## config.mk

```make
export PLATFORM = sky130hd
export DESIGN_NAME = lsu_bus_bridge
export DESIGN_NICKNAME = d
export VERILOG_FILES = /design/src/rtl/lsu_bus_bridge.sv
export SDC_FILE = /design/constraint.sdc
export NUM_CORES = 1
export LEC_CHECK = 0
export CAP_MARGIN = 20
export CORE_MARGIN = 4
export CORE_UTILIZATION = 38
export DETAILED_ROUTE_END_ITERATION = 6
export GPL_TIMING_DRIVEN = 0
export PLACE_DENSITY_LB_ADDON = 0.25
export SYNTH_ARGS = -nofsm -noshare
export SYNTH_HDL_FRONTEND = slang
export SYNTH_SLANG_ARGS = --single-unit
```

## constraint.sdc

```tcl
create_clock -name clk_i -period 15.5 [get_ports clk_i]
set_input_delay 2.325 -clock clk_i [delete_from_list [all_inputs] [get_ports clk_i]]
set_output_delay 2.325 -clock clk_i [all_outputs]
set_load 0.05 [all_outputs]
```

## src/rtl/lsu_bus_bridge.sv

```systemverilog
// Load/store bridge from the MEM stage to a 64-bit req/gnt/rvalid data bus.
// Define LSU_ALIGN_CHECK_EN to fault misaligned accesses instead of issuing them.
module lsu_bus_bridge #(
   parameter int unsigned TIMEOUT_CYCLES = 255
) (
   input  logic        clk_i,
   input  logic        rst_i,
   input  logic        req_valid_i,
   input  logic        req_we_i,
   input  logic [63:0] req_addr_i,
   input  logic [63:0] req_wdata_i,
   input  logic [2:0]  req_funct3_i,
   output logic        busy_o,
   output logic        rsp_valid_o,
   output logic [63:0] rsp_rdata_o,
   output logic        misalign_o,
   output logic        bus_err_o,
   output logic        mem_req_o,
   output logic        mem_we_o,
   output logic [63:0] mem_addr_o,
   output logic [63:0] mem_wdata_o,
   output logic [7:0]  mem_be_o,
   input  logic        mem_gnt_i,
   input  logic        mem_rvalid_i,
   input  logic [63:0] mem_rdata_i
);
   typedef enum logic [1:0] {IDLE, REQ, WAIT, DONE} state_t;

   state_t      state, state_next;
   logic [15:0] cnt, cnt_next;
   logic        we;
   logic [2:0]  funct3;
   logic [2:0]  off;
   logic [60:0] line;
   logic [63:0] wdata_lane;
   logic [7:0]  be;
   logic [63:0] rdata_q, rdata_next;
   logic        misalign_q, misalign_next;
   logic        bus_err_q, bus_err_next;
   logic        busy;
   logic        accept;
   logic        fault;
   logic [3:0]  req_bytes;
   logic [7:0]  req_size_mask;
   logic [7:0]  req_be;
   logic [63:0] rsh;
   logic [63:0] load_data;

   assign accept        = (state == IDLE) && req_valid_i;
   assign req_bytes     = 4'd1 << req_funct3_i[1:0];
   assign req_size_mask = 8'((9'd1 << req_bytes) - 9'd1);
   assign req_be        = req_size_mask << req_addr_i[2:0];

`ifdef LSU_ALIGN_CHECK_EN
   // size-1 is 0/1/3/7, so any offset bit under it breaks natural alignment
   assign fault = |(req_addr_i[2:0] & 3'(req_bytes - 4'd1));
`else
   assign fault = 1'b0;
`endif

   // bytes above the line boundary shift in as zero before extension
   assign rsh = mem_rdata_i >> {off, 3'b000};

   always_comb begin
      case (funct3[1:0])
         2'd0:    load_data = funct3[2] ? {56'd0, rsh[7:0]}  : {{56{rsh[7]}},  rsh[7:0]};
         2'd1:    load_data = funct3[2] ? {48'd0, rsh[15:0]} : {{48{rsh[15]}}, rsh[15:0]};
         2'd2:    load_data = funct3[2] ? {32'd0, rsh[31:0]} : {{32{rsh[31]}}, rsh[31:0]};
         default: load_data = rsh;
      endcase
   end

   always_ff @(posedge clk_i or posedge rst_i) begin
      if (rst_i) begin
         we         <= 1'b0;
         funct3     <= '0;
         off        <= '0;
         line       <= '0;
         wdata_lane <= '0;
         be         <= '0;
      end else if (accept) begin
         we         <= req_we_i;
         funct3     <= req_funct3_i;
         off        <= req_addr_i[2:0];
         line       <= req_addr_i[63:3];
         wdata_lane <= req_wdata_i << {req_addr_i[2:0], 3'b000};
         be         <= req_be;
      end
   end

   always_ff @(posedge clk_i or posedge rst_i) begin
      if (rst_i) begin
         state      <= IDLE;
         cnt        <= '0;
         rdata_q    <= '0;
         misalign_q <= 1'b0;
         bus_err_q  <= 1'b0;
      end else begin
         state      <= state_next;
         cnt        <= cnt_next;
         rdata_q    <= rdata_next;
         misalign_q <= misalign_next;
         bus_err_q  <= bus_err_next;
      end
   end

   // response registers only load on the transition into DONE, so they read 0 elsewhere
   always_comb begin
      state_next    = state;
      cnt_next      = '0;
      rdata_next    = '0;
      misalign_next = 1'b0;
      bus_err_next  = 1'b0;
      busy          = 1'b0;
      case (state)
         IDLE: begin
            busy = req_valid_i;
            if (req_valid_i) begin
               if (fault) begin
                  state_next    = DONE;
                  misalign_next = 1'b1;
               end else begin
                  state_next = REQ;
               end
            end
         end
         REQ: begin
            busy = 1'b1;
            if (mem_gnt_i) begin
               if (mem_rvalid_i) begin
                  state_next = DONE;
                  rdata_next = we ? '0 : load_data;
               end else begin
                  state_next = WAIT;
               end
            end
         end
         WAIT: begin
            busy = 1'b1;
            if (mem_rvalid_i) begin
               state_next = DONE;
               rdata_next = we ? '0 : load_data;
            end else if (cnt == 16'(TIMEOUT_CYCLES)) begin
               state_next   = DONE;
               bus_err_next = 1'b1;
            end else begin
               cnt_next = cnt + 16'd1;
            end
         end
         default: state_next = IDLE;
      endcase
   end

   assign busy_o      = busy & ~rst_i;
   assign rsp_valid_o = (state == DONE);
   assign rsp_rdata_o = rdata_q;
   assign misalign_o  = misalign_q;
   assign bus_err_o   = bus_err_q;
   assign mem_req_o   = (state == REQ);
   assign mem_we_o    = mem_req_o & we;
   assign mem_addr_o  = mem_req_o ? {line, 3'b000} : '0;
   assign mem_wdata_o = mem_req_o ? wdata_lane : '0;
   assign mem_be_o    = mem_req_o ? be : '0;
endmodule

```

==> out/results.ini <==
[status]
status=finished clean

[floorplanning]
core_area_um2=32500
io_pins=407
fp.dieH_um=189
initial_core_util=0.385
die_x_um=189
dieArea_um2=35900
rows=66

[hold_path]
hold_class=flip-flop to flip-flop

[routing]
vias=12266
wirelength_mm=50.7
drt-pass1-iter-count=5
ant_nets=0
drc=0
via_per_inst=5.37
wl_per_cell_um=22.2
drtIter0Drc=788

[cts]
postCtsSetupBuffers=0
cts.repair.resized=0
clockRootBuffer=clkbuf_16
cts_tree=done
insertion_delay_ns=0.54
clock-sinks=223
clockBufferDepth=3
clk_pin_slew_ns=0.06
htree_levels=1
cts_made_buffers=27
hold_buffers=0

[power_and_ir_drop]
power.switching_uw=1520
p_per_area_nw_per_um2=184
pwr-share-clk=0.208
leakagePower_uw=0.00791
seqPwrFrac=0.266
max-vdd-ir-drop_v=0.000124
switching_share=0.457
cellInternalPower_uw=1810
comb_power_share=0.526

[place]
port_buffers=399
place.detailed.hpwl_mm=39.2
place_area_um2=17100
globalplace.congestion=0.952

[timing]
setup_violations=0
fin_skew_ns=0.0107
slew_headroom=0.283
finalHoldViolations=0
drv_slew=0
fmax_mhz=130
min_period_ns=7.69
min_period_over_period=0.496
rsz0062_at_grt=false
tightest_slew_ns=1.07
tns_ns=0

[grt]
grt_overflow=0
grt_max_degree=93
antenna_found_initial=3
grt_first_pass_wirelength_mm=75.5
grt_usage=0.271
grt_pass1_vias=12738

[setup_path]
max_stage_delay_ns=0.83
critical_path_class=input pin to output port
crit_fanout=10
required_ns=13.18
worstPathCellList=clkdlybuf4s50_1 > and2_1 > clkbuf_1 > clkbuf_1 > nor2_1 > nor3_1 > clkdlybuf4s50_1
crit_path_end_kind=output port
cp_num_buf_inv=4
critPathLaunchType=input pin
cp_top_family=buffers and inverters
slowest_stage=clkdlybuf4s50_1
cp.arrival_ns=5.37

[synthesis]
synthArstFlopShare=1.00
synth_area_um2=12500
yosysMostFrequentCell=nand2_1
synthFlopType=dfrtp_1
ys_seq_elements=223
synth_edf_count=0
ys_seq_area_frac=0.446
synth_cell_type_count=60
ys_top_cells_by_count=294 x nand2_1, 223 x dfrtp_1, 149 x and2_1
synth_area_leader_cell=dfrtp_1
yosysWarnings=0
synth_top_area_share=0.446
synth.avg_cell_area_um2=9.00
netlist_top_cells_area=dfrtp_1 45%, nand2_1 8.8%, mux2i_1 7.9%
synth_cells=1389

[final_layout]
final_area_um2=18100
num-nets-final=2028
drive_gt1_frac=0.0679
syn_to_final_growth_pct=44.8
nFillCells=2984

[job]
cap_violations=0

-- cells in the final DEF, fill, tap and decap left out, types with 7 or more instances in the layout --
| cell type | n |
|---|---|
| clkdlybuf4s50_1 | 399 |
| nand2_1 | 294 |
| dfrtp_1 | 223 |
| and2_1 | 149 |
| mux2i_1 | 99 |
| nor2_1 | 86 |
| o21ai_0 | 80 |
| a21oi_1 | 78 |
| clkbuf_1 | 74 |
| a211oi_1 | 32 |
| clkbuf_16 | 27 |
| a22o_1 | 26 |
| mux2_2 | 21 |
| buf_2 | 20 |
| nor2b_1 | 19 |
| mux4_2 | 14 |
| buf_1 | 13 |
| or3_1 | 13 |
| nand3_1 | 11 |
| a22oi_1 | 10 |
| xor2_1 | 10 |
| inv_1 | 9 |
| and3_1 | 9 |
| o221ai_1 | 8 |
| o21a_1 | 8 |
| nor3_1 | 8 |
| buf_4 | 7 |
| a2bb2oi_1 | 7 |
| o32ai_1 | 7 |
-- metal layers --
metal	vias up	global-route usage	share of wire
li1	5610	-	-
met1	5992	0.332	0.39
met2	552	0.470	0.49
met3	108	0.0715	0.086
met4	4	0.0807	0.034
met5	-	0	0.00041
-- state kept, by name, summed over array words and instances, names as in the netlist --
signal,cells
state,2
we,1
wdata_lane,64
rsp_rdata_o,64
cnt,16
funct3,3
off,3
be,8
line,61
bus_err_o,1
-- cell type report --
cell class | count | area [um2] | share of cell area
buffer | 114 | 487 | 0.0269
tap | 442 | 553 | 0.0306
clock buffer | 34 | 762 | 0.0421
multi-input combinational | 1044 | 6400 | 0.354
antenna | 2 | 5.00 | 0.000277
clock inverter | 15 | 213 | 0.0118
sequential | 223 | 5580 | 0.308
timing repair buffer | 401 | 4050 | 0.224
inverter | 11 | 48.8 | 0.00270
-- metrics by stage --
stage	cells	total power (uW)	setup slack, ns	utilization	hold WS [ns]
after detailed placement	2235	2630	7.89	0.527	0.454
after global routing	2285	3500	7.78	0.558	0.483
after floorplan	1392	2010	7.07	-	0.437
final	2286	3330	7.81	0.558	0.463
after global placement	2233	2620	3.96	0.526	0.450
after CTS	2284	3340	7.82	0.558	0.468
-- power by group through the flow --
stage                     Sequential, uW  Combinational (uW)  Clock [uW]
after floorplan                      951                1060           0
after global placement               885                1730           0
after detailed placement             888                1750           0
after CTS                            883                1750         706
after global routing                 908                1860         729
final                                886                1750         693
-- tightest hold or removal path, cell delays in order, from the launching register on --
cell and delay (ns):
dfrtp_1 0.33, nand2_1 0.05, nand2_1 0.05
-- kinds of logic (layout without fill, tap and decap cells) --
family / after synthesis / in the layout / synth area share
AND/OR/NAND/NOR: 610 / 610 / 0.230
AO/OA/AOI/OAI: 278 / 278 / 0.144
flip-flops: 223 / 223 / 0.446
multiplexers: 134 / 134 / 0.123
buffers and inverters: 125 / 575 / 0.0422
XOR/XNOR: 13 / 13 / 0.00911
adder cells (fa/ha/maj): 5 / 5 / 0.00501
other: 1 / 6 / 0.000300
-- final timing paths --
| check | from | depth (start not counted) | endpoint | slack [ns] |
|---|---|---|---|---|
| min in group asynchronous | rst_i | 2 | bus_err_o | 2.24 |
| max | req_valid_i | 7 | busy_o | 7.81 |
| max reg2reg | state[1] | 7 | wdata_lane[47] | 12.73 |
| min reg2reg | line[59] | 2 | line[59] | 0.46 |
| min | line[59] | 2 | line[59] | 0.46 |
| max in group asynchronous | rst_i | 4 | line[24] | 12.09 |
Note: power is estimated with default switching activity, not from simulation.
==> edit, RTL diff (same flow settings) <==
The 4 states of `state_t` get a Gray code encoding in 2 bits.
--- a/src/rtl/lsu_bus_bridge.sv
+++ b/src/rtl/lsu_bus_bridge.sv
@@ -24,7 +24,7 @@
    input  logic        mem_rvalid_i,
    input  logic [63:0] mem_rdata_i
 );
-   typedef enum logic [1:0] {IDLE, REQ, WAIT, DONE} state_t;
+   typedef enum logic [1:0] {IDLE = 2'b00, REQ = 2'b01, WAIT = 2'b11, DONE = 2'b10} state_t;
 
    state_t      state, state_next;
    logic [15:0] cnt, cnt_next;
Check against the original RTL: same outputs for any inputs over 4 cycles, from zero or initial values and one cycle with rst_i high; so few cycles prove little.
==> edit against the unedited design <==
Power hardly changed; critical endpoint unchanged; sequential share of layout area is 0.76 points higher; final area is 2.4% lower; wire length is 4.1% lower; highest routed layer unchanged; clock skew is 0.0033 ns higher; area after synthesis is 2.6% lower; sequential cell count stayed put; global-route usage is 0.27 points lower; worst setup slack better by 1.5 ns; register-to-register slack better by 0.09 ns; count of clock-buffer cells in the layout is 3 higher.
==> edit: results (changes against the unedited design) <==
metric	value	unit	change
yosysSeqAreaShare	0.458		+0.0118
dpl.cell_count	2156		-3.5%
worst-r2r-cell-count	6		-1
synth_area_leaders	dfrtp_1, nand2_1, mux2i_1, and2_1, mux2_2		
drtIter0Drc	1053		+34%
grt_pass1_wl	73900	um	-2.2%
crit_arrival	3.83	ns	-1.54 ns
min_from	line[27]		
wl_per_cell	22.0	um	-0.65%
antenna_found_initial	4		+1
fin_nets	1985		-2.1%
yosysUniqueCellTypes	57		-5.0%
rrSetupSlack	12.82	ns	+0.09 ns
grt_util_all_layers	0.268		-0.00267
synth-main-ff-cell	dfrtp_1		
hold-path-endpoint	line[27]		
run_status	finished clean		
synth_xor_area_frac	0.00935		+0.000242
fmax	162	MHz	+25%
grt_util_met2	0.436		-0.0337
gr-usage-met3	0.0739		+0.00237
synth_fa_ha_area_frac	0.00103		-0.00398
via_count	11900		-3.3%
cp_max_fo	3		-7
grt_max_degree	117		+26%
drive_gt1_frac	0.0721		+0.00428
numPortBuffers	398		-0.25%
synth_compound_area_frac	0.132		-0.0115
synth.area.mux_share	0.125		+0.00194
r2r-end	be[2]		
relSlewSlack	0.386		+0.104
met1_usage	0.344		+0.0119
p_leak	7.88	nW	-0.43%
edit: cell count changes after synthesis, sizes merged, moves of 8 or more:
| cell | before | now |
|---|---|---|
| o21ai | 84 | 74 |
| or3 | 13 | 4 |
| nand2 | 294 | 339 |
| a21oi | 78 | 50 |
| mux2 | 21 | 36 |
| and2 | 149 | 136 |
| mux4 | 14 | 5 |
| o31ai | 2 | 10 |
| o211ai | 2 | 10 |
| nor2 | 87 | 53 |
edit: worst max-delay path, stage by stage:
cell	delay [ns]
clkdlybuf4s50_1	0.53
a21oi_1	0.09
nor2_1	0.08
clkdlybuf4s50_1	0.81
edit: metal layers:
metal	routed length, um	up-vias	share of wire
li1	-	5451	-
met1	19800	5685	0.41
met2	22300	605	0.46
met3	4410	117	0.091
met4	2070	2	0.043
met5	13	-	0.00027
edit: through the flow:
| stage | instance area, sq um | hold slack (ns) |
|---|---|---|
| final | 17700 | 0.463 |
| after global routing | 17700 | 0.485 |
| after CTS | 17700 | 0.469 |
| after detailed placement | 16700 | 0.453 |
| after global placement | 16700 | 0.448 |
| after floorplan | 12200 | 0.430 |
edit: report_power, final:
part / leakage [nW] / internal, mW / switching (mW)
clock: 0.460 / 0.400 / 0.251
sequential: 2.92 / 0.774 / 0.0996
combinational: 4.50 / 0.617 / 1.19
total: 7.88 / 1.79 / 1.54
edit: cell type report:
cell class | count | share of cell area
repair buffers | 402 | 0.229
clock buffers | 37 | 0.0443
multi-input cells | 1012 | 0.345
flip-flops and latches | 223 | 0.316
diodes | 3 | 0.000425
inverters | 8 | 0.00213
well taps | 402 | 0.0285
plain buffers | 109 | 0.0279
clock inverters | 11 | 0.00737
